==> src/rtl/sobel_frame_ctrl.sv <==
// sobel_frame_ctrl
//   Frame sequencer for the grayscale/Sobel pipeline. A start request in IDLE
//   streams one frame of RGB pixels from the source memory into the RGB FIFO,
//   while the Sobel FIFO is drained concurrently into the destination memory.
//   Once the last result is written the block reports done and returns to IDLE.
//
// Ports
//   clock            system clock, rising edge
//   reset            asynchronous active-low reset
//   start            one-cycle frame request, honoured only in IDLE
//   busy             high in RUN and DONE
//   done             one-cycle pulse after the last destination write
//   src_rd_en        source memory read strobe
//   src_addr         source read address
//   src_rd_data      source data, valid one cycle after src_rd_en
//   fifo_rgb_wr_en   push strobe into the RGB FIFO
//   fifo_rgb_din     pixel pushed into the RGB FIFO
//   fifo_rgb_full    RGB FIFO full
//   fifo_sobel_rd_en pop strobe from the Sobel FIFO
//   fifo_sobel_dout  Sobel FIFO head (first-word-fall-through)
//   fifo_sobel_empty Sobel FIFO empty
//   dst_wr_en        destination write strobe
//   dst_addr         destination write address
//   dst_wr_data      destination write data
module sobel_frame_ctrl #(
  parameter int IMG_WIDTH    = 720,
  parameter int IMG_HEIGHT   = 540,
  parameter int RGB_DWIDTH   = 24,
  parameter int SOBEL_DWIDTH = 8,
  parameter int ADDR_WIDTH   = 20
) (
  input  logic                    clock,
  input  logic                    reset,
  input  logic                    start,
  output logic                    busy,
  output logic                    done,
  output logic                    src_rd_en,
  output logic [ADDR_WIDTH-1:0]   src_addr,
  input  logic [RGB_DWIDTH-1:0]   src_rd_data,
  output logic                    fifo_rgb_wr_en,
  output logic [RGB_DWIDTH-1:0]   fifo_rgb_din,
  input  logic                    fifo_rgb_full,
  output logic                    fifo_sobel_rd_en,
  input  logic [SOBEL_DWIDTH-1:0] fifo_sobel_dout,
  input  logic                    fifo_sobel_empty,
  output logic                    dst_wr_en,
  output logic [ADDR_WIDTH-1:0]   dst_addr,
  output logic [SOBEL_DWIDTH-1:0] dst_wr_data
);

  // Counters carry one extra bit so the terminal value N is representable
  // even when N equals 2^ADDR_WIDTH.
  localparam int CW = ADDR_WIDTH + 1;
  localparam logic [CW-1:0]         NPIX      = CW'(IMG_WIDTH * IMG_HEIGHT);
  localparam logic [CW-1:0]         ONE       = CW'(1);
  localparam logic [ADDR_WIDTH-1:0] LAST_ADDR = ADDR_WIDTH'(IMG_WIDTH * IMG_HEIGHT - 1);

  typedef enum logic [1:0] {
    S_IDLE,
    S_RUN,
    S_DONE
  } state_e;

  state_e                  state_q, state_d;
  logic [CW-1:0]           rd_cnt_q, rd_cnt_d;
  logic [CW-1:0]           pop_cnt_q, pop_cnt_d;
  logic                    inflight_q, inflight_d;
  logic                    hold_valid_q, hold_valid_d;
  logic [RGB_DWIDTH-1:0]   hold_data_q, hold_data_d;
  logic                    dst_wr_en_q, dst_wr_en_d;
  logic [ADDR_WIDTH-1:0]   dst_addr_q, dst_addr_d;
  logic [SOBEL_DWIDTH-1:0] dst_wr_data_q, dst_wr_data_d;

  always_comb begin
    state_d          = state_q;
    rd_cnt_d         = rd_cnt_q;
    pop_cnt_d        = pop_cnt_q;
    inflight_d       = 1'b0;
    hold_valid_d     = hold_valid_q;
    hold_data_d      = hold_data_q;
    dst_wr_en_d      = 1'b0;
    dst_addr_d       = dst_addr_q;
    dst_wr_data_d    = dst_wr_data_q;
    src_rd_en        = 1'b0;
    fifo_rgb_wr_en   = 1'b0;
    fifo_rgb_din     = '0;
    fifo_sobel_rd_en = 1'b0;

    unique case (state_q)
      S_IDLE: begin
        if (start) begin
          state_d      = S_RUN;
          rd_cnt_d     = '0;
          pop_cnt_d    = '0;
          hold_valid_d = 1'b0;
        end
      end

      S_RUN: begin
        // At most one pixel is ever owned by this block (in flight or held),
        // so the hold register never overflows.
        src_rd_en = (rd_cnt_q < NPIX) && !hold_valid_q && !(inflight_q && fifo_rgb_full);
        if (src_rd_en) begin
          rd_cnt_d = rd_cnt_q + ONE;
        end
        inflight_d = src_rd_en;

        // The issue rule keeps inflight and hold_valid mutually exclusive.
        if (hold_valid_q && !fifo_rgb_full) begin
          fifo_rgb_wr_en = 1'b1;
          fifo_rgb_din   = hold_data_q;
          hold_valid_d   = 1'b0;
        end else if (inflight_q && !hold_valid_q && !fifo_rgb_full) begin
          fifo_rgb_wr_en = 1'b1;
          fifo_rgb_din   = src_rd_data;
        end else if (inflight_q) begin
          hold_data_d  = src_rd_data;
          hold_valid_d = 1'b1;
        end

        fifo_sobel_rd_en = !fifo_sobel_empty && (pop_cnt_q < NPIX);
        if (fifo_sobel_rd_en) begin
          dst_wr_en_d   = 1'b1;
          dst_addr_d    = pop_cnt_q[ADDR_WIDTH-1:0];
          dst_wr_data_d = fifo_sobel_dout;
          pop_cnt_d     = pop_cnt_q + ONE;
        end

        if (dst_wr_en_q && (dst_addr_q == LAST_ADDR)) begin
          state_d = S_DONE;
        end
      end

      S_DONE: begin
        state_d = S_IDLE;
      end

      default: begin
        state_d = S_IDLE;
      end
    endcase
  end

  always_ff @(posedge clock or negedge reset) begin
    if (!reset) begin
      state_q       <= S_IDLE;
      rd_cnt_q      <= '0;
      pop_cnt_q     <= '0;
      inflight_q    <= 1'b0;
      hold_valid_q  <= 1'b0;
      hold_data_q   <= '0;
      dst_wr_en_q   <= 1'b0;
      dst_addr_q    <= '0;
      dst_wr_data_q <= '0;
    end else begin
      state_q       <= state_d;
      rd_cnt_q      <= rd_cnt_d;
      pop_cnt_q     <= pop_cnt_d;
      inflight_q    <= inflight_d;
      hold_valid_q  <= hold_valid_d;
      hold_data_q   <= hold_data_d;
      dst_wr_en_q   <= dst_wr_en_d;
      dst_addr_q    <= dst_addr_d;
      dst_wr_data_q <= dst_wr_data_d;
    end
  end

  assign busy        = (state_q != S_IDLE);
  assign done        = (state_q == S_DONE);
  assign src_addr    = rd_cnt_q[ADDR_WIDTH-1:0];
  assign dst_wr_en   = dst_wr_en_q;
  assign dst_addr    = dst_addr_q;
  assign dst_wr_data = dst_wr_data_q;

endmodule

==> config.mk <==
export PLATFORM = sky130hd
export DESIGN_NAME = sobel_frame_ctrl
export DESIGN_NICKNAME = d
export VERILOG_FILES = /design/src/rtl/sobel_frame_ctrl.sv
export SDC_FILE = /design/constraint.sdc
export NUM_CORES = 1
export LEC_CHECK = 0
export BUFFER_PORTS_ARGS = -buffer_cell sky130_fd_sc_hd__buf_4
export CAP_MARGIN = 20
export CORE_ASPECT_RATIO = 0.7
export CORE_MARGIN = 5
export CORE_UTILIZATION = 30
export DETAILED_ROUTE_END_ITERATION = 6
export GPL_ROUTABILITY_DRIVEN = 0
export PLACE_DENSITY = 0.48
export SLEW_MARGIN = 10
export SYNTH_ARGS = -nofsm -noshare
export SYNTH_HDL_FRONTEND = slang
export SYNTH_SLANG_ARGS = --single-unit
==> constraint.sdc <==
create_clock -name clock -period 4.97 [get_ports clock]
set_input_delay 0.2485 -clock clock [delete_from_list [all_inputs] [get_ports clock]]
set_output_delay 0.2485 -clock clock [all_outputs]
set_load 0.01 [all_outputs]
## Word level (Yosys, flattened, before mapping)

Cells that the tools add are included.

| operators by class | value |
|---|---|
| mux-type cells | 23 |
| reduce and logical (&&, ||, !) cells | 21 |
| bitwise logic cells | 2 |
| div/mod/pow operators | 0 |
| add/subtract/negate cells | 2 |
| $mul | 0 |
| order comparisons | 2 |
| shift operators | 0 |
| eq/ne operators | 9 |

Operator list:

| operator | number |
|---|---|
| $pmux 21 s2 | 2 |
| $mux 24 | 3 |
| $mux 21 | 3 |
| $add 21x1->21 const B | 2 |
| $lt 21x19->1 const B | 2 |
| $eq 20x19->1 const B | 1 |
| $mux 1 | 11 |
| $logic_and 1x1->1 | 8 |
| $ne 2x2->1 const B | 4 |
| $reduce_and 4->1 | 2 |
| $ne 3x3->1 const B | 2 |
| $reduce_and 3->1 | 2 |
| $logic_not 1->1 | 4 |
| $mux 2 | 2 |
| $pmux 2 s2 | 1 |
| $reduce_and 2->1 | 2 |
| $reduce_bool 2->1 | 2 |
| $eq 2x1->1 const B | 1 |
| $eq 2x2->1 const B | 1 |
| $logic_not 2->1 | 1 |
| $not 1->1 | 2 |
| $pmux 1 s2 | 1 |

| storage, ports and cells | value |
|---|---|
| bits in read-only memories | 0 |
| word-level logic and storage cells | 68 |
| latch bits | 0 |
| memories | 0 |
| register bits after elaboration | 99 |
| input port bits | 37 |
| RAM bits | 0 |
| output and inout port bits | 78 |

## Logic depth before layout (Yosys ltp)

| logic depth | value |
|---|---|
| depth in word-level cells | 6 |
| depth in mapped cells | 9 |
| gate-level depth less buffers | 6 |

## Worst setup path after synthesis

No wires, ideal clock.

| timing | value |
|---|---|
| path kind | reg-to-reg |
| start | register rd_cnt_q[6] |
| end | register rd_cnt_q[15] |
| stages on the path, launching flop included | 7 |
| data required time | 4.887 ns |
| clock period less this slack | 1.974 ns |
| path buffers | 1 |
| setup time | 0.083 ns |
| arrival time | 1.891 ns |
| setup slack | 2.996 ns |
| path through | dfrtp_1 clkbuf_2 nand3_1 or3_4 or4_4 or4_1 o21ai_0 |

| on the way | value |
|---|---|
| word-level cells in the longest chain between the ends | 5 |
| elaborated cells between the ends (all ways) | 8 |
| those cells by class | 1 x add/sub; 1 x order compare; 1 x eq/ne; 2 x mux; 3 x reduce/logical |

RTL lines:

| what | RTL line | RTL |
|---|---|---|
| start: declaration | 65 | `logic [CW-1:0] rd_cnt_q, rd_cnt_d;` |
| start signal: assignment | 157 | `rd_cnt_q <= rd_cnt_d;` |
| $lt 21x19->1 | 102 | `src_rd_en = (rd_cnt_q < NPIX) && !hold_valid_q && !(inflight_q && fifo_rgb_full);` |
| $logic_and 1x1->1 (2 in series) | 102 |  |
| $ne 2x2->1 (no source line) | -- |  |
| $reduce_and 3->1 (no source line) | -- |  |

Parallel ways exist; a longest one is shown, timed or not. The select of a mux whose other input is x is not followed.
A chain may end at the register's enable or synchronous reset.

## Worst setup path after layout

| timing | value |
|---|---|
| start | register state_q[0] |
| end | output port fifo_sobel_rd_en |

| on the way | value |
|---|---|
| word-level cells in the longest chain between the ends | 2 |

RTL lines:

| what | RTL line | RTL |
|---|---|---|
| start: declaration | 64 | `state_e state_q, state_d;` |
| start signal: assignment | 156 | `state_q <= state_d;` |
| $eq 2x1->1 | 89 | `unique case (state_q)` |
| $mux 1 | 89 |  |
| end: declaration | 43 | `output logic fifo_sobel_rd_en,` |

No other way between the ends.

==> results.toml <==
[outcome]
status = "finished, final reports clean"

[sta]
relSlewSlack_pct = 36.4
finalCriticalPeriod_ns = 2.90
tns_ns = 0
skew_ns = 0.0111
slew_viol_final = 0
finalWorstSetupSlack_ns = 2.07
fin_crit_sh_pct = 58.4
hold_viol = 0
tightest_slew_ns = 0.948
fin_hold_ws_ns = 0.0929
max_freq_mhz = 345
setup_violations = 0
rsz0062_at_grt = "no"

[routing]
vias = 3774
wl_per_cell_um = 16.0
ant_nets = 0
detail_route.wirelength_um = 12300
firstDrtPassIters = 4
drc_errors = 0
vias_per_cell = 4.89
drt-initial-drc-count = 181

[global_routing]
antenna_found_initial = 0
track_usage_pct = 13.7
grt_pass1_vias = 3765
grt_pass1_wl_um = 20600
grt-ovfl-total = 0
grt_max_degree = 61

[placed_design]
place_area_mm2 = 0.00571
place_ws_ns = 2.30
port-buffer-count = 114
dp.cells = 756
hpwl_um = 8780

[power]
p_per_area_mw_per_mm2 = 352
ir_drop_v = 0.000162
power_mw = 2.11
p_leak_nw = 2.86

[floorplanning]
die_x_um = 161
core-area_mm2 = 0.0155
start_util_pct = 30.8
rows = 38
fp.dieH_um = 116
dieArea_mm2 = 0.0186
io-pin-count = 115

[layout]
layout_common_cells = "buf_4 (120), nand2_1 (107), dfrtp_1 (99)"
layout_commonest_cell = "buf_4"
insertedDiodeCount = 0
fin_area_mm2 = 0.00599
utilization_pct = 38.5
area_growth_syn_to_layout_pct = 25.2
final_cells = 772
fillers = 1543
drive_gt1_share_pct = 29.2
fin_nets = 607

[setup_path]
crit_path_start_kind = "flop"
cp.arrival_ns = 2.65
end_kind = "output port"
cp_max_fo = 25
cp.required_ns = 4.72
path_class = "reg2out"

[clock_network]
tritoncts = "built"
ctsResizeCount = 0
cts_buffers = 9
cts_root_buf = "clkbuf_16"
clock_sinks = 99
clk_latency_ns = 0.35
clk_pin_slew_ns = 0.07
htree_levels = 3
cts_max_path_buffers = 2

[job]
maxCapViolCount = 0

[synthesis]
syn_area_mm2 = 0.00478
yosys_warnings = 0
synth.net_count = 518
yosys.area.top_type_share_pct = 51.8
yosysTopAreaCell = "dfrtp_1"
synth_area_leaders = "dfrtp_1 (52%), nand2_1 (8.4%), mux2_2 (5.7%)"
syn_area_per_cell_um2 = 9.98
ys_ff_latch = 99
synth_flop_cell = "dfrtp_1"
ys_seq_area_share_pct = 51.8
synthArstFlopShare_pct = 100
synth_enable_flop_cells = 0
syn_inst = 479
synth.distinct_cells = 51

[min_path]
worstHoldPathType = "in2reg"
## cell families (layout without fill, tap and decap cells)
kind of cell / Yosys count / count (layout) / share of synthesized area [%]
flip-flops: 99 / 99 / 51.8
AO/OA/AOI/OAI: 79 / 79 / 12.3
buffers and inverters: 51 / 144 / 5.81
XOR/XNOR: 15 / 15 / 2.75
adder cells (fa/ha/maj): 2 / 2 / 0.523
AND/OR/NAND/NOR: 206 / 206 / 20.5
multiplexers: 27 / 27 / 6.28
## area by class of cell
cell class | instances | area (um2) | area share [%]
flip-flops and latches | 99 | 2480 | 41.4
multi-input cells | 329 | 2040 | 34.1
repair buffers | 122 | 926 | 15.5
well taps | 200 | 250 | 4.18
clock buffers | 12 | 246 | 4.12
inverters | 7 | 26.3 | 0.439
clock inverters | 3 | 23.8 | 0.397
## sequential cells by signal (all words and copies together), names as in the netlist
name / count
dst_addr: 20
dst_wr_data: 8
dst_wr_en: 1
hold_data_q: 24
hold_valid_q: 1
inflight_q: 1
pop_cnt_q: 21
rd_cnt_q: 21
state_q: 2
## repair_timing
action / CTS / global route
endpoints found under the hold margin: 39 / 0
hold buffers: 1 / 0
buffers inserted: 0 / 0
## cell usage after synthesis (2+ instances only)
master / number
nor2b_1: 7
mux2_2: 24
ha_1: 2
nand2_1: 107
o21ai_0: 5
and2_1: 3
or4_1: 9
nand3_1: 20
a31o_2: 2
a22oi_1: 2
nor4_1: 3
clkbuf_1: 17
xnor2_1: 14
nor3_1: 2
a211oi_1: 6
a21oi_1: 13
nor2_1: 26
a2111oi_0: 6
dfrtp_1: 99
and4_1: 3
nand4_1: 8
buf_4: 21
a31oi_1: 4
o31ai_1: 9
a22o_1: 24
and3_1: 6
buf_2: 5
mux2i_1: 3
inv_1: 7
## final timing paths
| check | slack [ns] | startpoint | depth (start not counted) | endpoint |
|---|---|---|---|---|
| setup reg to reg | 2.31 | state_q[0]$_DFFE_PN0P_ | 6 | pop_cnt_q[15]$_DFFE_PN0P_ |
| setup / recovery | 2.07 | state_q[0]$_DFFE_PN0P_ | 6 | fifo_sobel_rd_en |
| min in group asynchronous | 0.42 | reset | 2 | rd_cnt_q[9]$_DFFE_PN0P_ |
| hold / removal | 0.09 | fifo_sobel_dout[7] | 3 | dst_wr_data[7]$_DFFE_PN0P_ |
| max in group asynchronous | 3.38 | reset | 3 | pop_cnt_q[6]$_DFFE_PN0P_ |
| hold reg to reg | 0.48 | dst_wr_data[5]$_DFFE_PN0P_ | 2 | dst_wr_data[5]$_DFFE_PN0P_ |
## critical path, stage by stage, from the launching register on
cell and delay (ns):
dfrtp_1 0.44, nor2b_1 0.55, nand3_1 0.35, a21o_1 0.26, inv_1 0.18, buf_4 0.33
buf_4 0.18
## layer usage
metal	wire, um	global-route usage, %	up-vias
li1	-	-	1846
met1	6320	20.2	1826
met2	5130	19.6	94
met3	747	4.12	8
met4	144	3.92	0
met5	0	0	-
## report_power, final
part           leakage [nW]  total, mW  internal (mW)  switching [mW]
Clock                 0.125      0.653          0.353           0.300
Combinational          1.47      0.431          0.227           0.204
Sequential             1.27       1.03          0.920           0.106
Total                  2.86       2.11           1.50           0.610
Power figures use the tool's default switching activity.
